`src/rtl/spi_slave_fifo.sv`:
```
// SPI slave endpoint: deserialises 8-bit LSB-first frames from mosi into an RX FIFO
// and serialises a locally loaded TX byte onto miso. Back-to-back frames are supported
// while cs_n stays low.
module spi_slave_fifo #(
    parameter int unsigned DEPTH = 4,
    parameter int unsigned AW    = 2
) (
    input  logic          sclk,
    input  logic          reset,
    input  logic          cs_n,
    input  logic          mosi,
    output logic          miso,
    input  logic [7:0]    tx_data,
    input  logic          tx_load,
    output logic          tx_pending,
    output logic [7:0]    rx_data,
    output logic          rx_valid,
    input  logic          rx_pop,
    output logic [AW:0]   rx_count,
    output logic          rx_overflow,
    input  logic          ovf_clr,
    output logic          frame_done,
    output logic          frame_err
);

    localparam logic [0:0] StIdle  = 1'b0;
    localparam logic [0:0] StShift = 1'b1;
    localparam logic [AW:0] FullCount = (AW+1)'(DEPTH);

    logic [0:0]    state_q, state_d;
    logic [2:0]    bit_cnt_q, bit_cnt_d;
    logic [7:0]    rx_shift_q, rx_shift_d;
    logic [7:0]    tx_shift_q, tx_shift_d;
    logic [7:0]    tx_buf_q, tx_buf_d;
    logic          tx_pending_q, tx_pending_d;
    logic          done_q, done_d;
    logic          err_q, err_d;
    logic          ovf_q, ovf_d;
    logic [7:0]    mem_q [DEPTH];
    logic [AW-1:0] wr_ptr_q, rd_ptr_q;
    logic [AW:0]   count_q, count_d;

    logic [7:0]    push_byte;
    logic          push, pop, wr, full, empty;

    assign push_byte = {mosi, rx_shift_q[7:1]};
    assign full      = (count_q == FullCount);
    assign empty     = (count_q == '0);
    assign pop       = rx_pop && !empty;
    // A full FIFO still accepts a byte when the head leaves in the same cycle.
    assign wr        = push && (!full || pop);

    // Link FSM, shifters and TX buffer next-state.
    always_comb begin
        state_d      = state_q;
        bit_cnt_d    = bit_cnt_q;
        rx_shift_d   = rx_shift_q;
        tx_shift_d   = tx_shift_q;
        tx_buf_d     = tx_buf_q;
        tx_pending_d = tx_pending_q;
        done_d       = 1'b0;
        err_d        = 1'b0;
        push         = 1'b0;
        if (!cs_n) begin
            state_d    = StShift;
            rx_shift_d = push_byte;
            tx_shift_d = {1'b0, tx_shift_q[7:1]};
            bit_cnt_d  = bit_cnt_q + 3'd1;
            if (bit_cnt_q == 3'd7) begin
                push         = 1'b1;
                done_d       = 1'b1;
                // Underrun returns zeros on the next frame.
                tx_shift_d   = tx_pending_q ? tx_buf_q : 8'h00;
                tx_pending_d = 1'b0;
            end
        end else begin
            state_d   = StIdle;
            bit_cnt_d = 3'd0;
            if (state_q == StShift && bit_cnt_q != 3'd0) begin
                err_d      = 1'b1;
                rx_shift_d = 8'h00;
            end
            // Preload while idle so miso carries bit 0 before the first edge.
            if (state_q == StIdle && tx_pending_q) begin
                tx_shift_d   = tx_buf_q;
                tx_pending_d = 1'b0;
            end
        end
        // A fresh load survives a same-cycle reload, which used the old buffer.
        if (tx_load) begin
            tx_buf_d     = tx_data;
            tx_pending_d = 1'b1;
        end
    end

    // FIFO occupancy and sticky overflow next-state.
    always_comb begin
        count_d = count_q + {{AW{1'b0}}, wr} - {{AW{1'b0}}, pop};
        ovf_d   = ovf_q;
        if (ovf_clr) ovf_d = 1'b0;
        if (push && full && !pop) ovf_d = 1'b1;
    end

    // Link-side state registers.
    always_ff @(posedge sclk or negedge reset) begin
        if (!reset) begin
            state_q      <= StIdle;
            bit_cnt_q    <= 3'd0;
            rx_shift_q   <= 8'h00;
            tx_shift_q   <= 8'h00;
            tx_buf_q     <= 8'h00;
            tx_pending_q <= 1'b0;
            done_q       <= 1'b0;
            err_q        <= 1'b0;
        end else begin
            state_q      <= state_d;
            bit_cnt_q    <= bit_cnt_d;
            rx_shift_q   <= rx_shift_d;
            tx_shift_q   <= tx_shift_d;
            tx_buf_q     <= tx_buf_d;
            tx_pending_q <= tx_pending_d;
            done_q       <= done_d;
            err_q        <= err_d;
        end
    end

    // RX FIFO storage, pointers and flags.
    always_ff @(posedge sclk or negedge reset) begin
        if (!reset) begin
            for (int i = 0; i < int'(DEPTH); i++) mem_q[i] <= 8'h00;
            wr_ptr_q <= '0;
            rd_ptr_q <= '0;
            count_q  <= '0;
            ovf_q    <= 1'b0;
        end else begin
            if (wr) begin
                mem_q[wr_ptr_q] <= push_byte;
                wr_ptr_q        <= wr_ptr_q + AW'(1);
            end
            if (pop) rd_ptr_q <= rd_ptr_q + AW'(1);
            count_q <= count_d;
            ovf_q   <= ovf_d;
        end
    end

    assign miso        = !cs_n && tx_shift_q[0];
    assign tx_pending  = tx_pending_q;
    assign rx_data     = empty ? 8'h00 : mem_q[rd_ptr_q];
    assign rx_valid    = !empty;
    assign rx_count    = count_q;
    assign rx_overflow = ovf_q;
    assign frame_done  = done_q;
    assign frame_err   = err_q;

endmodule
```
`config.mk`:
```
export PLATFORM = sky130hd
export DESIGN_NAME = spi_slave_fifo
export DESIGN_NICKNAME = d
export VERILOG_FILES = /design/src/rtl/spi_slave_fifo.sv
export SDC_FILE = /design/constraint.sdc
export NUM_CORES = 1
export LEC_CHECK = 0
export CORE_MARGIN = 3
export CORE_UTILIZATION = 55
export DETAILED_ROUTE_END_ITERATION = 6
export PLACE_DENSITY = 0.81
export SKIP_LAST_GASP = 1
export SLEW_MARGIN = 30
export SYNTH_ARGS = -nofsm -noshare
export SYNTH_HDL_FRONTEND = slang
export SYNTH_SLANG_ARGS = --single-unit
```
`constraint.sdc`:
```
create_clock -name sclk -period 6.7 [get_ports sclk]
set_clock_uncertainty 0.1 [all_clocks]
set_input_delay 0.67 -clock sclk [delete_from_list [all_inputs] [get_ports sclk]]
set_output_delay 0.67 -clock sclk [all_outputs]
set_load 0.03 [all_outputs]
```
After elaboration in Yosys (flattened, before gate mapping). Index checks and enable logic that the tools add are counted.

$add $sub $neg: 5. Equality and inequality tests: 5. Muxes and demuxes: 25. Order comparisons: 3. Reduce and logical (&&, ||, !) cells: 18. Bitwise gates (word level): 3.

Operators with widths (number): $mux 8 (10); $bwmux 32 (1); $bmux 8 s2 (1); $demux 8 s2 (1); $mux 1 (11); $logic_and 1x1->1 (8); $eq 3x3->1 const B (2); $ge 3x3->1 const B (2); $not 2->3 (2); $reduce_bool 3->1 (2); $add 2x1->2 const B (2); $logic_not 1->1 (4); $ne 2x1->1 const B (2); $add 3x1->3 (1); $add 3x1->3 const B (1); $logic_not 3->1 (1); $lt 3x1->1 const B (1); $mux 3 (1); $ne 3x1->1 const B (1); $sub 3x1->3 (1); $reduce_and 2->1 (1); $reduce_bool 2->1 (1); $logic_or 1x1->1 (1); $not 1->1 (1).

Bits of input ports: 15. Word-level logic and storage cells: 75. Flip-flop bits (word level): 71. Output and inout bits: 17.

Longest topological paths before layout.
Depth after elaboration: 7. Mapped depth: 11. Depth with buffers taken out: 10.

Least setup slack after synthesis. OpenSTA, ideal clock, no wires.

Path type: input -> register. From: input port cs_n. To: register count_q[2], in the netlist rx_count[2]. Setup time: 123 ps. Data required time: 6477 ps. Arrival time: 2368 ps. Buffers on the path: 2. Setup slack: 4109 ps. Stages on the path: 10. Path through: clkbuf_1 > nand2b_1 > buf_2 > nor2_1 > inv_1 > ha_1 > inv_1 > ha_1 > fa_1 > xnor2_1.

Cells in the longest elaborated chain, start to end: 4.

RTL lines: start: declaration (line 10) `input logic cs_n,`; $mux 1 (line 64) `if (!cs_n) begin`; $logic_and 1x1->1 (line 51) `assign wr = push && (!full || pop);`; $add 3x1->3 (line 98) `count_d = count_q + {{AW{1'b0}}, wr} - {{AW{1'b0}}, pop};`; $sub 3x1->3 (line 98); net count_d[2] (line 41) `logic [AW:0] count_q, count_d;`; end signal: assignment (line 141) `count_q <= count_d;`; end: declaration (line 41).

The timed path passes the listed nets, and every way through them passes these cells. A chain may end at the register's enable or synchronous reset.

Worst setup path in the final report.
From: register rd_ptr_q[0]. To: output port rx_data[4].

Cells in the longest elaborated chain, start to end: 5.

RTL lines: start: declaration (line 40) `logic [AW-1:0] wr_ptr_q, rd_ptr_q;`; start signal: assignment (line 140) `if (pop) rd_ptr_q <= rd_ptr_q + AW'(1);`; $not 2->3 (implied by the code) (line 148) `assign rx_data = empty ? 8'h00 : mem_q[rd_ptr_q];`; $bmux 8 s2 (line 148); $mux 8 (implied by the code) (2 in series) (line 148); $mux 8 (line 148); end: declaration (line 16) `output logic [7:0] rx_data,`.

Every way passes these cells. The select of a mux whose other input is x is not followed.

==> results.ini <==
[outcome]
status=finished, final reports clean

[run]
cap_violations=0

[floorplan]
dieArea_um2=6580
core_region_area_um2=5270
io_pins=32
die_x_um=81.1
fp.dieH_um=81.1
rows=26
start_util_pct=58.9

[synthesis]
ys_ff_latch=70
synth.distinct_cells=29
synthesis.area_um2=3110
ys_seq_area_share_pct=56.4
synth_top_area_share_pct=56.4
yosys_warnings=0
synth_nets=237
netlist_top_cells_area=dfrtp_1 (56%), mux2_2 (15%), mux4_2 (5.8%)
synth_cells=212
syn_avg_cell_area_um2=14.6
synth_area_leader_cell=dfrtp_1

[drt]
routed-via-count=1779
ant_nets=0
firstDrtPassIters=5
vias_per_cell=5.52
wl_mm=5.35
drt_iter0_drc=125
post_drt_wl_per_cell_um=16.6
route.detailed.drc=0

[timing]
fin_crit_sh_pct=47.7
tightestPinTransition_ps=867
drv_slew=0
rsz0062_at_grt=false
fin_crit_ps=3200
setup_viol=0
fmax_mhz=313
fin_tns_setup_ps=0
max_slew_margin_pct=42.2
report.final.hold_viol_count=0

[final_layout]
area_growth_pct=18.9
drive_gt1_share_pct=29.0
instances_no_fill=322
final.fill_count=391
antenna_cells=0
final_nets=272

[critical_path]
end_kind=output port
crit_type=flop to output port
path_cells=mux4_2 -> and2_1 -> clkdlybuf4s50_1
cpMaxStageDelayCell=dfrtp_1
reg2reg_to=rx_count[2]$_DFF_PN0_
crit_fanout=10
reg2reg_slack_ps=4060
r2r_cells=10
cp.arrival_ps=2430
required_ps=5930
r2r-start=bit_cnt_q[0]$_DFF_PN0_
startpoint_type=flop
slowest_delay_ps=740

[global_route]
antenna_found_initial=0
grt_pass1_vias=1912
overflow=0
grt_max_degree=71
track_usage_pct=19.1
grt_pass1_wl_mm=9.26

[power]
p_per_area_nw_per_um2=294
power_frac_seq_pct=48.6
ir_drop_uv=181
finalPower_mw=1.08
power.internal_mw=0.779
swShare_pct=28.2
combPwrFrac_pct=18.3
pwr-share-clk_pct=33.0
p_leak_nw=1.72
power.switching_mw=0.305

[clock_network]
clockBufferDepth=2
cts_setup_buffers=0
clock_sinks=70
clkTransAtPathRegs_ps=70
postCtsResizedCells=0
cts_tree=done
cts_root_buf=clkbuf_8
holdBufCountCts=0
cts_buffers=9
clk_latency_ps=330
cts_htree_levels=3

[placed_design]
routabilityCongestion=0.745
portBuffers=31
placedCellCount=306
hpwl_mm=3.55

[worst_hold_path]
holdPathEnd=bit_cnt_q[0]$_DFF_PN0_
hp-class=flop to flop
holdPathStages=1
hold_start=bit_cnt_q[0]$_DFF_PN0_

## worst max path at each step
stage	startpoint	endpoint	slack, ps
2_1_floorplan	cs_n	rx_count[2]$_DFF_PN0_	4110
4_1_cts	rd_ptr_q[0]$_DFFE_PN0P_	rx_data[6]	3460
3_3_place_gp	cs_n	rx_count[2]$_DFF_PN0_	3310
5_1_grt	rd_ptr_q[0]$_DFFE_PN0P_	rx_data[4]	3400
6_report	rd_ptr_q[0]$_DFFE_PN0P_	rx_data[4]	3500
3_5_place_dp	cs_n	rx_count[2]$_DFF_PN0_	3300
## state kept, by name, indices dropped and copies added (netlist names)
register	flops
rd_ptr_q	2
rx_shift_q	7
tx_pending	1
state_q	1
frame_err	1
rx_overflow	1
frame_done	1
tx_buf_q	8
tx_shift_q	8
wr_ptr_q	2
mem_q	32
bit_cnt_q	3
rx_count	3
## synthesized netlist by cell type
cell type  instances
dfrtp_1           70
mux2_2            41
inv_1             13
and2_1            12
ha_1               9
a22o_1             8
mux4_2             8
clkbuf_1           6
a21oi_1            4
a221o_1            4
nor3b_4            4
a21o_1             3
a222oi_1           3
nand2b_1           3
nor2_1             3
nor2b_1            3
xnor2_1            3
buf_2              2
nor3_1             2
xor2_1             2
a21boi_0           1
and3_1             1
clkinv_1           1
fa_1               1
nand2_1            1
nand3_1            1
nor4b_4            1
o21ai_0            1
or3_2              1
## metrics by stage
| stage | hold slack, ps | instance area, um^2 | setup WS [ps] | utilization, % |
|---|---|---|---|---|
| 6_report | 365 | 3690 | 3500 | 70.1 |
| 5_1_grt | 397 | 3690 | 3400 | 70.1 |
| 4_1_cts | 372 | 3690 | 3460 | 70.1 |
| 3_5_place_dp | 361 | 3470 | 3300 | 65.9 |
| 3_3_place_gp | 350 | 3470 | 3310 | 65.9 |
| 2_1_floorplan | 274 | 3110 | 4110 | - |
## layout by cell type, fill, tap and decap left out, types with 2 or more instances in the layout
| cell type | count |
|---|---|
| dfrtp_1 | 70 |
| nor3_1 | 2 |
| mux4_2 | 8 |
| nor2_1 | 3 |
| a21oi_1 | 4 |
| nor3b_4 | 4 |
| xnor2_1 | 3 |
| xor2_1 | 2 |
| ha_1 | 9 |
| inv_1 | 13 |
| clkbuf_8 | 13 |
| nor2b_1 | 3 |
| a22o_1 | 8 |
| a21o_1 | 3 |
| and2_1 | 12 |
| nand2b_1 | 3 |
| a222oi_1 | 3 |
| mux2_2 | 41 |
| a221o_1 | 4 |
| clkdlybuf4s50_1 | 30 |
| clkinv_2 | 2 |
## logic make-up after synthesis
group	Yosys count	synth area share [%]
DFF	70	56.4
muxes	49	20.7
and+or+nand+nor	32	8.22
AOI/OAI and AO/OA	24	6.29
buffers and inverters	22	2.74
adders and majority gates	10	4.27
xor gates and xnor gates	5	1.41
## power by group through the flow
stage / registers (mW) / clock network, mW / logic [mW]
global placement: 0.533 / 0 / 0.195
floorplan: 0.517 / 0 / 0.142
CTS: 0.528 / 0.365 / 0.203
global route: 0.535 / 0.388 / 0.218
detailed placement: 0.535 / 0 / 0.201
finish: 0.527 / 0.358 / 0.199
## critical path: cells and delay by family, from the launching register on
kind / cells / cell delay (ps)
flip-flops: 1 / 740
buffers and inverters: 1 / 580
multiplexers: 1 / 600
AND/OR/NAND/NOR: 1 / 180
## per-layer routing
| metal | global-route usage (%) | up-vias | wire [um] |
|---|---|---|---|
| met5 | 0 | - | 0 |
| met4 | 10.6 | 0 | 136 |
| met3 | 3.44 | 12 | 163 |
| met2 | 30.9 | 40 | 2630 |
| met1 | 24.4 | 892 | 2420 |
| li1 | - | 835 | - |
## final cells by class
class / instances / area (um^2) / share of cell area, %
sequential: 70 / 1750 / 47.4
multi-input combinational: 120 / 1270 / 34.4
timing repair buffer: 32 / 313 / 8.47
clock buffer: 13 / 179 / 4.85
tap: 70 / 87.6 / 2.37
inverter: 14 / 52.6 / 1.42
clock inverter: 3 / 40.0 / 1.08
(Power assumes the default switching activity.)
